### src/rtl/srambank_pkg.sv
// rtl/srambank_pkg.sv - shared types and bank geometry for SRAM bank controllers
package srambank_pkg;

  typedef enum logic {
    INIT = 1'b0,
    RUN  = 1'b1
  } state_t;

  localparam int BANK_AW = 9;
  localparam int BANK_DW = 20;

endpackage

### src/rtl/rr_arbiter.sv
// rtl/rr_arbiter.sv - round-robin arbiter: request vector + last-grant pointer -> one-hot grant and index
module rr_arbiter #(
  parameter int N  = 2,
  parameter int PW = (N > 1) ? $clog2(N) : 1
) (
  input  logic [N-1:0]  req,
  input  logic [PW-1:0] ptr,
  output logic [N-1:0]  grant,
  output logic [PW-1:0] idx,
  output logic          any
);

  // Search starts just after the last winner, so the last winner has lowest priority.
  always_comb begin
    grant = '0;
    idx   = '0;
    any   = 1'b0;
    for (int k = 1; k <= N; k++) begin
      if (!any && req[(int'(ptr) + k) % N]) begin
        any                         = 1'b1;
        grant[(int'(ptr) + k) % N]  = 1'b1;
        idx                         = PW'((int'(ptr) + k) % N);
      end
    end
  end

endmodule

### src/rtl/srambank_arbiter.sv
// rtl/srambank_arbiter.sv - zero-fills one SRAM bank after reset, then round-robin shares it among requesters
module srambank_arbiter
  import srambank_pkg::*;
#(
  parameter int NREQ = 2,
  parameter int AW   = BANK_AW,
  parameter int DW   = BANK_DW
) (
  input  logic             clk,
  input  logic             rst_n,
  input  logic             clr_req,
  output logic             init_done,
  input  logic [NREQ-1:0]  req_valid,
  output logic [NREQ-1:0]  req_ready,
  input  logic [NREQ-1:0]  req_write,
  input  logic [NREQ*AW-1:0] req_addr,
  input  logic [NREQ*DW-1:0] req_wdata,
  output logic [NREQ-1:0]  rsp_valid,
  output logic [DW-1:0]    rsp_data,
  output logic [AW-1:0]    ADDRESS,
  output logic [DW-1:0]    wd,
  output logic             banksel,
  output logic             read,
  output logic             write,
  input  logic [DW-1:0]    dataout
);

  localparam int PW = $clog2(NREQ);

  state_t          state, state_nxt;
  logic [AW-1:0]   clr_ptr;
  logic [PW-1:0]   rr_ptr;
  logic [PW-1:0]   gidx;
  logic [NREQ-1:0] grant;
  logic            gany;
  logic            xfer;

  rr_arbiter #(.N(NREQ), .PW(PW)) u_rr (
    .req   (req_valid),
    .ptr   (rr_ptr),
    .grant (grant),
    .idx   (gidx),
    .any   (gany)
  );

  // The bank latches its read data and holds it until the next read.
  assign rsp_data = dataout;

  always_comb begin
    state_nxt = state;
    init_done = 1'b0;
    req_ready = '0;
    banksel   = 1'b0;
    read      = 1'b0;
    write     = 1'b0;
    ADDRESS   = '0;
    wd        = '0;
    xfer      = 1'b0;
    case (state)
      INIT: begin
        banksel = 1'b1;
        write   = 1'b1;
        ADDRESS = clr_ptr;
        if (clr_ptr == {AW{1'b1}}) state_nxt = RUN;
      end
      RUN: begin
        init_done = 1'b1;
        if (clr_req) begin
          state_nxt = INIT;
        end else if (gany) begin
          xfer      = 1'b1;
          req_ready = grant;
          banksel   = 1'b1;
          write     = req_write[gidx];
          read      = !req_write[gidx];
          ADDRESS   = req_addr[int'(gidx)*AW +: AW];
          wd        = req_wdata[int'(gidx)*DW +: DW];
        end
      end
      default: state_nxt = INIT;
    endcase
  end

  // clr_ptr wraps to 0 on the final fill write, leaving it ready for the next clear.
  always_ff @(posedge clk or negedge rst_n) begin
    if (!rst_n) begin
      state     <= INIT;
      clr_ptr   <= '0;
      rr_ptr    <= PW'(NREQ - 1);
      rsp_valid <= '0;
    end else begin
      state     <= state_nxt;
      rsp_valid <= (xfer && read) ? grant : '0;
      if (state == INIT) clr_ptr <= clr_ptr + 1'b1;
      else               clr_ptr <= '0;
      if (xfer) rr_ptr <= gidx;
    end
  end

endmodule

### config.mk
export PLATFORM = sky130hd
export DESIGN_NAME = srambank_arbiter
export DESIGN_NICKNAME = d
export VERILOG_FILES = /design/src/rtl/srambank_pkg.sv /design/src/rtl/rr_arbiter.sv /design/src/rtl/srambank_arbiter.sv
export SDC_FILE = /design/constraint.sdc
export NUM_CORES = 1
export LEC_CHECK = 0
export BUFFER_PORTS_ARGS = -buffer_cell sky130_fd_sc_hd__buf_2
export CAP_MARGIN = 20
export CORE_MARGIN = 1.5
export CORE_UTILIZATION = 25
export CTS_BUF_LIST = sky130_fd_sc_hd__clkbuf_8
export DETAILED_ROUTE_END_ITERATION = 10
export PLACE_DENSITY = 0.74
export REMOVE_ABC_BUFFERS = 1
export SYNTH_ARGS = -nofsm -noshare
export SYNTH_HDL_FRONTEND = slang
export SYNTH_SLANG_ARGS = --single-unit
### constraint.sdc
create_clock -name clk -period 1.3 [get_ports clk]
set_input_delay 0 -clock clk [delete_from_list [all_inputs] [get_ports clk]]
set_output_delay 0 -clock clk [all_outputs]
set_load 0.02 [all_outputs]
==> results of run 1 <==
power by group:
part | switching, W | internal (W)
registers | 0.0000788 | 0.000518
logic | 0.000529 | 0.000523
clock network | 0.000161 | 0.000209
state kept, by name, indices dropped and copies added, names as in the netlist:
name / cells
rsp_valid: 2
rr_ptr: 1
clr_ptr: 9
state: 1
cell type report:
class	count	area, um^2	area share, %
clock inverter	1	3.75	0.180
tap	67	83.8	4.02
multi-input combinational	125	757	36.3
timing repair buffer	129	840	40.2
sequential	13	328	15.7
clock buffer	3	41.3	1.98
inverter	9	33.8	1.62
timing repair:
item                                    in CTS  in global routing
buffers inserted                             4                  2
pin swaps                                    3                  5
endpoints found under the setup margin      33                 37
resized for setup                           33                 20
endpoints found under the hold margin       15                  0
hold buffers                                 3                  0
placed cells by master (no fill, tap or decap), drive strengths merged, types with 4 or more instances in the layout:
cell and instances:
nor2b 4, dfrtp 12, nor2 7, o21ai 7
a21oi 23, nand2 43, inv 10, o22ai 8
mux2i 9, buf 126
Yosys cell counts (3+ instances only):
master,instances
nand2_1,43
a21oi_1,23
buf_4,20
dfrtp_1,12
inv_1,9
mux2i_1,9
o22ai_1,8
buf_2,7
nor2_1,7
o21ai_0,6
nor2b_1,4
nand3_1,3
nor3_1,3
xnor2_1,3
stage by stage:
step	hold slack (ps)	TNS, ps
final	0.0437	-7110
after global routing	0.126	-9260
after CTS	0.137	-6420
after detailed placement	-90.8	-246
after global placement	-96.6	-66.6
after floorplan	-296	-24200
cells by family (layout without fill, tap and decap cells):
| family | after synthesis | in the layout | share of synthesized area (%) |
|---|---|---|---|
| AO/OA/AOI/OAI | 44 | 44 | 20.3 |
| XOR/XNOR | 3 | 3 | 2.08 |
| adder cells (fa/ha/maj) | 2 | 2 | 1.98 |
| buffers and inverters | 40 | 142 | 19.7 |
| flip-flops | 13 | 13 | 25.9 |
| multiplexers | 9 | 9 | 7.14 |
| AND/OR/NAND/NOR | 67 | 67 | 22.8 |
critical path, cell delays in order, from the launching register on:
cell and delay [ps]:
dfstp_2 560, a21bo_4 160, buf_8 150, mux2i_1 200
o22ai_1 90, buf_2 160
path summary, 6_finish.rpt:
| path | startpoint | endpoint | slack, ps | cells past startpoint |
|---|---|---|---|---|
| setup / recovery | rr_ptr | ADDRESS[2] | -270 | 5 |
| hold reg to reg | clr_ptr[6] | clr_ptr[6] | 550 | 2 |
| max in group asynchronous | rst_n | rr_ptr | 850 | 2 |
| min in group asynchronous | rst_n | clr_ptr[0] | 160 | 2 |
| hold / removal | dataout[5] | rsp_data[5] | 0.04 | 0 |
| setup reg to reg | clr_ptr[0] | clr_ptr[6] | 50 | 5 |
layer usage:
| metal | wire length [um] | global-route usage, % |
|---|---|---|
| met3 | 493 | 4.88 |
| met4 | 69 | 5.56 |
| met5 | 0 | 2.78 |
| met2 | 2010 | 27.8 |
| met1 | 1790 | 16.3 |
==> metrics.md, run 1 <==
| Metric | Value |
|---|---|
| RSZ-0062 raised after global routing | `yes` |
| Max FO, Critical Path | `8` |
| PwrDens | `967 mW/mm^2` |
| Cell area after layout | `0.00209 mm^2` |
| Number of buffers created by CTS | `3` |
| Required @ worst endpoint | `1300 ps` |
| Worst ir drop on vdd | `around 0.00069 V` |
| Final setup fails | `33` |
| Placement-stage cell area | `0.00181 mm^2` |
| Fillers | `472` |
| Min Clock Period, post-route | `1570 ps` |
| Total global-route track usage | `15.3%` |
| Total iterations of the first detailed-routing run | `4` |
| Starting DRT DRC Count | `18` |
| Worst slew pin tran | `309 ps` |
| Ys async rst share | `100%` |
| Die W | `74.0 um` |
| Worst slack at placement | `-69.2 ps` |
| Final core utilization | `43.6%` |
| MaxCap Viol Count | `0` |
| Placed Cells | `334` |
| DRC Markers | `0` |
| Vias in the first global route | `1501` |
| Vias/cell | `4.53` |
| Crit path capture type | `output pin` |
| H-tree depth | `1` |
| Dominant cells by area after synthesis | `dfrtp_1 24%, nand2_1 13%, buf_4 12%` |
| Clock Sinks | `13` |
| Worst-Skew Late Latency | `250 ps` |
| Final worst slack | `-269 ps` |
| N_diodes | `0` |
| Area share of the largest cell type after synthesis | `23.8%` |
| Hold WC Path Type | `input port to output pin` |
| Initial Utilization | `26.4%` |
| Status | `complete, but fails checks` |
| Final Cycle Share | `121%` |
| Violated checks | `negative setup slack` |
| Synthesized area per cell | `7.09 um^2` |
| Synthesized area | `roughly 0.0013 mm^2` |
| CTS root buf | `clkbuf_8` |
| CTS tree | `built` |
| Data arrival time of the worst path | `about 1600 ps` |
| Via count | `1572` |
| Post-synth EDFFs | `0` |
| Worst Setup Start Kind | `flip-flop` |
| Synth Warn # | `0` |
| Routability-driven placement congestion ratio | `0.768` |
| First-pass GRT wire length | `6350 um` |
| WL per Instance | `12.6 um` |
| Synth-to-Final Area Change | `65.5%` |
| Total grt overflow | `0` |
| Row count | `25` |
| Buffers on Ports | `101` |
| Die height | `between 70 and 80 um` |
| Nets@finish | `368` |
| Ratio of cells with drive above 1 in the final layout | `53.2%` |
| Routed wire length | `4360 um` |
| Fmax | `around 640 MHz` |
| Final hold vios | `0` |
| Top Ports | `142` |
| HPWL Detailed | `3220 um` |
| Final Instance Count excl. Fillers | `347` |
| Clock transition at the registers of the reported paths | `~60 ps` |
| Kind of critical path | `flip-flop to output pin` |
| Setup Skew | `roughly 2.2 ps` |
| Maximum clock path buffer count | `2` |
| Core area | `0.00479 mm^2` |
| Cells after synthesis | `178` |
| Synth Register Bits | `13` |
| Count of different cell masters after synthesis | `31` |
| Synth area leader | `dfrtp_1` |
| Seq/Total Area, Yosys | `25.9%` |
| Antenna-violating nets left | `0` |
| Slew Viols, Final | `0` |
| PnR Total Power | `0.00202 W` |
| Max-slew headroom | `79.4%` |
| Leak Pwr | `1.11 nW` |
| Pin count of the biggest net entering global routing | `26` |
| Initial antenna violation count | `0` |
| Main synth FF type | `dfrtp_1` |
| Die area | `between 0.005 and 0.006 mm^2` |
No activity file was read; power rests on OpenSTA's default activity.
==> run 2: changes to the inputs <==
--- a/config.mk
+++ b/config.mk
@@ -11,7 +11,8 @@
 export CORE_UTILIZATION = 25
 export CTS_BUF_LIST = sky130_fd_sc_hd__clkbuf_8
 export DETAILED_ROUTE_END_ITERATION = 10
-export PLACE_DENSITY = 0.74
+export MAX_ROUTING_LAYER = met4
+export PLACE_DENSITY = 0.71
 export REMOVE_ABC_BUFFERS = 1
 export SYNTH_ARGS = -nofsm -noshare
 export SYNTH_HDL_FRONTEND = slang
==> constraint.sdc (replaced) <==
create_clock -name clk -period 1.72 [get_ports clk]
set_input_delay 0 -clock clk [delete_from_list [all_inputs] [get_ports clk]]
set_output_delay 0 -clock clk [all_outputs]
set_load 0.02 [all_outputs]
==> run 2 against run 1 <==
Effect of this change: non-clock buffer count is 20 lower; flip-flop and latch count stayed put; core utilization is 6.4 points lower; the flow now finishes without violations; combinational power is 43% lower; worst setup slack better by 340 ps; global-route usage is 1.3 points lower; critical path depth stayed put; first-iteration DRC count is 28% higher; count of clock-buffer cells in the layout stayed put; via count is 5.7% lower; die area stayed put; highest routed layer unchanged.
==> metrics.md, run 2 (synthesized netlist as in run 1, its figures left out) <==
| Metric | Value |
|---|---|
| Top reg by flops | `clr_ptr` |
| Crit path capture type | `output pin` |
| Worst Setup Start Kind | `flip-flop` |
| Setup Skew | `0.392 ps (-1.83 ps)` |
| Final hold vios | `0 (unchanged)` |
| CTS tree | `built` |
| DRC Markers | `0 (unchanged)` |
| Hold Crit Depth | `0 (unchanged)` |
| Slew Viols, Final | `0 (unchanged)` |
| Reg2Reg Launch Point | `clr_ptr[0]` |
| Share of power burned in registers | `35.0% (+5.5 points)` |
| Cell area after layout | `0.00178 mm^2 (-15%)` |
| Top Ports | `142 (unchanged)` |
| Antenna-violating nets left | `0 (unchanged)` |
| Worst ir drop on vdd | `0.000580 V (-16%)` |
| Reg2Reg Depth | `5 (unchanged)` |
| Combinational share of power | `44.8% (-7.3 points)` |
| Max-slew headroom | `74.6% (-4.8 points)` |
| Crit-path slowest cell | `dfstp_2` |
| Leak Pwr | `1.00 nW (-9.7%)` |
| Die area | `0.00548 mm^2 (unchanged)` |
| Most common cell after layout, fill and taps aside | `buf_2` |
| Total iterations of the first detailed-routing run | `2 (-2)` |
| Hold WC Path Type | `input port to output pin` |
| Top delay family on crit path | `flip-flops` |
| Placement-stage cell area | `0.00169 mm^2 (-6.5%)` |
| WL per Instance | `12.3 um (-2.2%)` |
| Hold Slack | `0.180 ps (+0.137 ps)` |
| Via count | `1482 (-5.7%)` |
| PnR Total Power | `0.00135 W (-33%)` |
| Maximum clock path buffer count | `2 (unchanged)` |
| Psw | `0.000529 W (-31%)` |
| Setup crit end | `ADDRESS[7]` |
| Data arrival time of the worst path | `1650 ps (+80 ps)` |
| Buffers on Ports | `101 (unchanged)` |
| Vias/cell | `4.53 (about the same)` |
| Number of buffers created by CTS | `3 (unchanged)` |
| H-tree depth | `1 (unchanged)` |
| Setup bufs post-CTS | `0 (-4)` |
| CTS root buf | `clkbuf_8` |
| Max FFs per register | `9 (unchanged)` |
| R2R Path End | `clr_ptr[8]` |
| Cell Int Power | `0.000817 W (-35%)` |
| CP bufs+invs | `2 (unchanged)` |
| Slowest stage delay, CP | `560 ps (about the same)` |
| RSZ-0062 raised after global routing | `yes` |
| Worst slew pin tran | `379 ps (+69.9 ps)` |
| Clock power share | `20.2% (+1.8 points)` |
| Most frequent cells in the layout | `101 x buf_2, 43 x nand2_1, 23 x a21oi_1` |
| HPWL Detailed | `3170 um (-1.5%)` |
| Worst-Skew Late Latency | `240 ps (about the same)` |
| PwrDens | `756 mW/mm^2 (-22%)` |
| Pin count of the biggest net entering global routing | `24 (-7.7%)` |
| Starting DRT DRC Count | `23 (+5)` |
| Routability-driven placement congestion ratio | `0.761 (-0.96%)` |
| Die W | `74.0 um (unchanged)` |
| Die height | `74.0 um (unchanged)` |
| Ratio of cells with drive above 1 in the final layout | `43.8% (-9.4 points)` |
| Core area | `0.00479 mm^2 (unchanged)` |
| Required @ worst endpoint | `1720 ps (+420 ps)` |
| Worst-path cell chain | `a21bo_1, buf_4, mux2i_1, o22ai_1, buf_2` |
| Initial Utilization | `26.4% (unchanged)` |
| Final Cycle Share | `96.1%` |
| FF-to-FF setup slack | `340 ps (+290 ps)` |
| Max FO, Critical Path | `9 (+1)` |
| Worst Setup SP | `rr_ptr` |
| First-pass GRT wire length | `5610 um (-12%)` |
| Clock Sinks | `13 (unchanged)` |
| Synth-to-Final Area Change | `41.3%` |
| Nets@finish | `348 (-5.4%)` |
| Final setup fails | `0 (-100%)` |
| Routed wire length | `4020 um (-7.8%)` |
| Vias in the first global route | `1286 (-14%)` |
| Hold path start | `dataout[10]` |
| MaxCap Viol Count | `0 (unchanged)` |
| Regs by FF count | `clr_ptr: 9 flops, rsp_valid: 2 flops` |
| Critical path depth | `5 (unchanged)` |
| Total global-route track usage | `14.0% (-1.3 points)` |
| Initial antenna violation count | `0 (unchanged)` |
| Min Clock Period, post-route | `1650 ps` |
| N_diodes | `0 (unchanged)` |
| Clock transition at the registers of the reported paths | `60 ps (about the same)` |
| Fmax | `605 MHz` |
| Row count | `25 (unchanged)` |
| Status | `finished, final reports clean` |
| Total grt overflow | `0 (unchanged)` |
| Setup TNS Final | `0 ps (+7110 ps)` |
| Kind of critical path | `flip-flop to output pin` |
| Switching portion of total power | `39.3% (+1.2 points)` |
-- run 2: worst min path at each step --
stage	endpoint	slack, ps
finish	rsp_data[10]	0.2
global route	rsp_data[9]	0.1
CTS	rsp_data[4]	0.2
detailed placement	clr_ptr[3]	-90
global placement	clr_ptr[3]	-100
floorplan	clr_ptr[0]	-300
-- run 2: layout make-up --
cell class	instances	area, um^2
clock inverter	1	3.75
inverter	9	33.8
clock buffer	3	41.3
sequential	13	327
multi-input combinational	125	699
timing repair buffer	109	593
fill	503	3000
tap	67	83.8
-- run 2: what timing repair did --
| action | in CTS | in global routing |
|---|---|---|
| resized for setup | 1 | 3 |
| hold buffers | 3 | 0 |
| setup endpoints to repair | 2 | 10 |
| endpoints found under the hold margin | 15 | 0 |
-- run 2: layer usage --
metal / vias to the layer above / wire (um) / global-route usage, %
li1: 738 / - / -
met1: 635 / 1600 / 13.7
met2: 105 / 1790 / 23.1
met3: 4 / 587 / 7.86
met4: 0 / 46 / 4.94
met5: - / 0 / -
-- run 2: through the flow --
stage / util (%) / std cells / worst slack [ps]
2_1_floorplan: - / 147 / -375
5_1_grt: 37.2 / 327 / -40.1
4_1_cts: 36.9 / 327 / 33.1
3_5_place_dp: 35.3 / 320 / 256
6_report: 37.2 / 327 / 66.5
3_3_place_gp: 35.3 / 320 / 312
-- run 2: power groups by stage --
stage	Clock, W	Sequential, W	Combinational, W
6_report	0.000272	0.000471	0.000603
5_1_grt	0.000298	0.000490	0.000674
4_1_cts	0.000279	0.000472	0.000609
3_5_place_dp	0	0.000476	0.000600
3_3_place_gp	0	0.000474	0.000592
2_1_floorplan	0	0.000456	0.000394
==> run 3: changes to the inputs <==
--- a/config.mk
+++ b/config.mk
@@ -5,6 +5,7 @@
 export SDC_FILE = /design/constraint.sdc
 export NUM_CORES = 1
 export LEC_CHECK = 0
+export ABC_AREA = 1
 export BUFFER_PORTS_ARGS = -buffer_cell sky130_fd_sc_hd__buf_2
 export CAP_MARGIN = 20
 export CORE_MARGIN = 1.5
@@ -12,7 +13,7 @@
 export CTS_BUF_LIST = sky130_fd_sc_hd__clkbuf_8
 export DETAILED_ROUTE_END_ITERATION = 10
 export MAX_ROUTING_LAYER = met4
-export PLACE_DENSITY = 0.71
+export PLACE_DENSITY = 0.68
 export REMOVE_ABC_BUFFERS = 1
 export SYNTH_ARGS = -nofsm -noshare
 export SYNTH_HDL_FRONTEND = slang
==> run 3 against run 2 <==
Effect of this change: final cell count is 19% higher; wire length is 17% higher; power is 7.1% higher; largest power group unchanged; synthesized cell count is 30% higher; sequential share of layout area is 1.5 points lower.
==> metrics.md, run 3 <==
| Metric | Value |
|---|---|
| Status | `finished, final reports clean` |
| Final setup fails | `0 (unchanged)` |
| Dominant cells by area after synthesis | `dfrtp_1 21%, nor2_1 19%, buf_4 11%` |
| Setup TNS Final | `0 ps (unchanged)` |
| Initial Utilization | `26.0% (-0.38 points)` |
| Total grt overflow | `0 (unchanged)` |
| Total global-route track usage | `15.8% (+1.8 points)` |
| Row count | `27 (+8.0%)` |
| Leak Pwr | `1.16 nW (+16%)` |
| H-tree depth | `1 (unchanged)` |
| Required @ worst endpoint | `1720 ps (about the same)` |
| Placed Cells | `377 (+18%)` |
| CTS root buf | `clkbuf_8` |
| N_diodes | `0 (unchanged)` |
| Fillers | `603 (+20%)` |
| Largest family of logic cells by synthesized area | `simple AND/OR/NAND/NOR gates` |
| Maximum clock path buffer count | `2 (unchanged)` |
| Ratio of cells with drive above 1 in the final layout | `44.3% (+0.46 points)` |
| Max FFs per register | `9 (unchanged)` |
| Count of different cell masters after synthesis | `22 (-29%)` |
| Synthesized area | `0.00143 mm^2 (+13%)` |
| Placement-stage cell area | `0.00182 mm^2 (+7.7%)` |
| Buffers on Ports | `101 (unchanged)` |
| Number of buffers created by CTS | `3 (unchanged)` |
| Final core utilization | `35.4% (-1.8 points)` |
| Synthesized area per cell | `6.19 um^2 (-13%)` |
| Via count | `1678 (+13%)` |
| RSZ-0062 raised after global routing | `no` |
| Final Instance Count excl. Fillers | `388 (+19%)` |
| Most frequent cells in the layout | `101 x buf_2, 69 x nor2_1, 36 x nand2_1` |
| Final Cycle Share | `92.9% (-3.2 points)` |
| Final hold vios | `0 (unchanged)` |
| Die area | `0.00618 mm^2 (+13%)` |
| PwrDens | `739 mW/mm^2 (-2.2%)` |
| Compound-cell area share of the yosys netlist | `14.3% (-6.0 points)` |
| Seq/Total Area, Yosys | `22.8% (-3.1 points)` |
| Antenna-violating nets left | `0 (unchanged)` |
| Clock Sinks | `13 (unchanged)` |
| Min Clock Period, post-route | `1600 ps (-55.0 ps)` |
| MaxCap Viol Count | `0 (unchanged)` |
| Clock power share | `19.0% (-1.2 points)` |
| Synth Area in XOR/XNOR | `0.612% (-1.5 points)` |
| Psw | `0.000617 W (+17%)` |
| Synth area leader | `dfrtp_1` |
| Routed wire length | `4700 um (+17%)` |
| Top reg by flops | `clr_ptr` |
| Fmax | `626 MHz (+3.4%)` |
| Multi-input logic area | `791 um^2 (+13%)` |
| Crit path capture type | `output pin` |
| Pin count of the biggest net entering global routing | `32 (+33%)` |
| Worst slew pin tran | `440 ps (+60.5 ps)` |
| Combinational share of power | `46.6% (+1.8 points)` |
| Max-slew headroom | `70.6% (-4.0 points)` |
| Top Ports | `142 (unchanged)` |
| Post-synth EDFFs | `0 (unchanged)` |
| FF+latch area | `328 um^2 (+0.38%)` |
| Die height | `78.6 um (+6.2%)` |
| HPWL Detailed | `3690 um (+16%)` |
| Clock transition at the registers of the reported paths | `60 ps (about the same)` |
| Hold WC Path Type | `input port to output pin` |
| Synth Warn # | `0 (unchanged)` |
| Die W | `78.6 um (+6.2%)` |
| Worst-Skew Late Latency | `240 ps (about the same)` |
| Fraction of the mapped netlist area in simple logic gates | `37.5% (+15 points)` |
| Core area | `0.00551 mm^2 (+15%)` |
| CTS tree | `built` |
| Synth Register Bits | `13 (unchanged)` |
| Slew Viols, Final | `0 (unchanged)` |
| Most common cell after layout, fill and taps aside | `buf_2` |
| Area share of the largest cell type after synthesis | `21.0% (-2.8 points)` |
| Worst Setup Start Kind | `flip-flop` |
| Post-synthesis mux area share | `0% (-7.1 points)` |
| PnR Total Power | `0.00144 W (+7.1%)` |
| Vias in the first global route | `1539 (+20%)` |
| Cell area after layout | `0.00195 mm^2 (+9.4%)` |
| Share of power burned in registers | `34.4% (-0.6 points)` |
| Nets@finish | `404 (+16%)` |
| Regs by FF count | `clr_ptr: 9 flops, rsp_valid: 2 flops` |
| Ys async rst share | `100% (unchanged)` |
| Cell Int Power | `0.000825 W (+0.92%)` |
| WL per Instance | `12.1 um (-1.5%)` |
| Worst ir drop on vdd | `0.000417 V (-28%)` |
| Routability-driven placement congestion ratio | `0.761 (unchanged)` |
| Kind of critical path | `flip-flop to output pin` |
| DRC Markers | `0 (unchanged)` |
| Max FO, Critical Path | `18 (+9)` |
| Vias/cell | `4.32 (-4.6%)` |
| Main synth FF type | `dfrtp_1` |
| Switching portion of total power | `42.8% (+3.5 points)` |
| Starting DRT DRC Count | `55 (+140%)` |
| Initial antenna violation count | `0 (unchanged)` |
| Data arrival time of the worst path | `1600 ps (-50 ps)` |
| Synth-to-Final Area Change | `36.3%` |
| Area share of fa/ha/maj cells after synthesis | `1.75% (-0.23 points)` |
| Total iterations of the first detailed-routing run | `4 (+2)` |
| Cells after synthesis | `231 (+30%)` |
| Synth top cells by count | `71 x nor2_1, 38 x nand2_1, 24 x o21ai_0` |
| Top-count cell post-synth | `nor2_1` |
| Setup Skew | `2.81 ps (+2.41 ps)` |
| First-pass GRT wire length | `7380 um (+32%)` |
-- run 3: changes by cell type after synthesis, sizes merged, moves of 4 or more --
| cell | delta |
|---|---|
| a21oi | -20 |
| inv | +14 |
| mux2i | -9 |
| nand2 | +5 |
| nor2 | +66 |
| nor2b | -4 |
| o21ai | +25 |
| o22ai | -8 |
-- run 3: final timing paths --
check | startpoint | depth (start not counted) | end | slack, ps
worst max-delay path | rr_ptr | 6 | ADDRESS[0] | 120
worst min-delay path | dataout[7] | 0 | rsp_data[7] | 0.1
worst max register to register | clr_ptr[0] | 6 | clr_ptr[8] | 350
worst min register to register | rr_ptr | 2 | rr_ptr | 500
max in group asynchronous | rst_n | 2 | rr_ptr | 1260
min in group asynchronous | rst_n | 2 | clr_ptr[4] | 180
-- run 3: per-layer routing --
layer	track usage (%)	routed length (um)	vias to the layer above
met5	-	0	-
met3	10.0	691	4
li1	-	-	856
met1	19.5	2150	705
met2	22.5	1820	113
met4	1.43	34	0
-- run 3: cell families (layout without fill, tap and decap cells) --
kind of cell | after synthesis | after routing
buf+inv | 53 | 138
compound gates | 35 | 35
flops | 13 | 13
xor+xnor | 1 | 1
fa+ha+maj | 2 | 2
simple gates | 127 | 127
-- run 3: area by class of cell --
class	instances	area share, %
Timing Repair inverter	1	0.385
Multi-Input combinational cell	165	40.6
Timing Repair Buffer	110	30.7
Sequential cell	13	16.8
Tap cell	72	4.62
Inverter	23	4.62
Clock buffer	3	2.12
Clock inverter	1	0.193
-- run 3: power by group through the flow --
stage               combinational (W)  clock, W  sequential [W]
floorplan                    0.000437         0        0.000472
global placement             0.000635         0        0.000499
detailed placement           0.000647         0        0.000502
CTS                          0.000671  0.000283        0.000496
global route                 0.000770  0.000303        0.000514
finish                       0.000672  0.000273        0.000497
-- run 3: per-stage QoR --
step / setup WS [ps] / hold slack, ps
CTS: 29.2 / 0.149
global placement: 256 / -91.3
finish: 121 / 0.132
global route: 7.77 / 0.122
detailed placement: 194 / -87.9
floorplan: -175 / -296
-- run 3: worst max-delay path: stages (launching register included) --
cell,delay (ps)
dfstp_2,540
nand2_2,80
nand2_4,140
buf_6,190
nor2_1,70
o21ai_2,150
buf_2,180
-- run 3: timing repair --
| action | in CTS | in global routing |
|---|---|---|
| setup buffers | 3 | 1 |
| hold endpoints to repair | 14 | 0 |
| setup endpoints to repair | 21 | 29 |
| cloned | 1 | 0 |
| pin swaps | 0 | 1 |
| hold buffers | 2 | 0 |
| gates resized for setup | 4 | 6 |
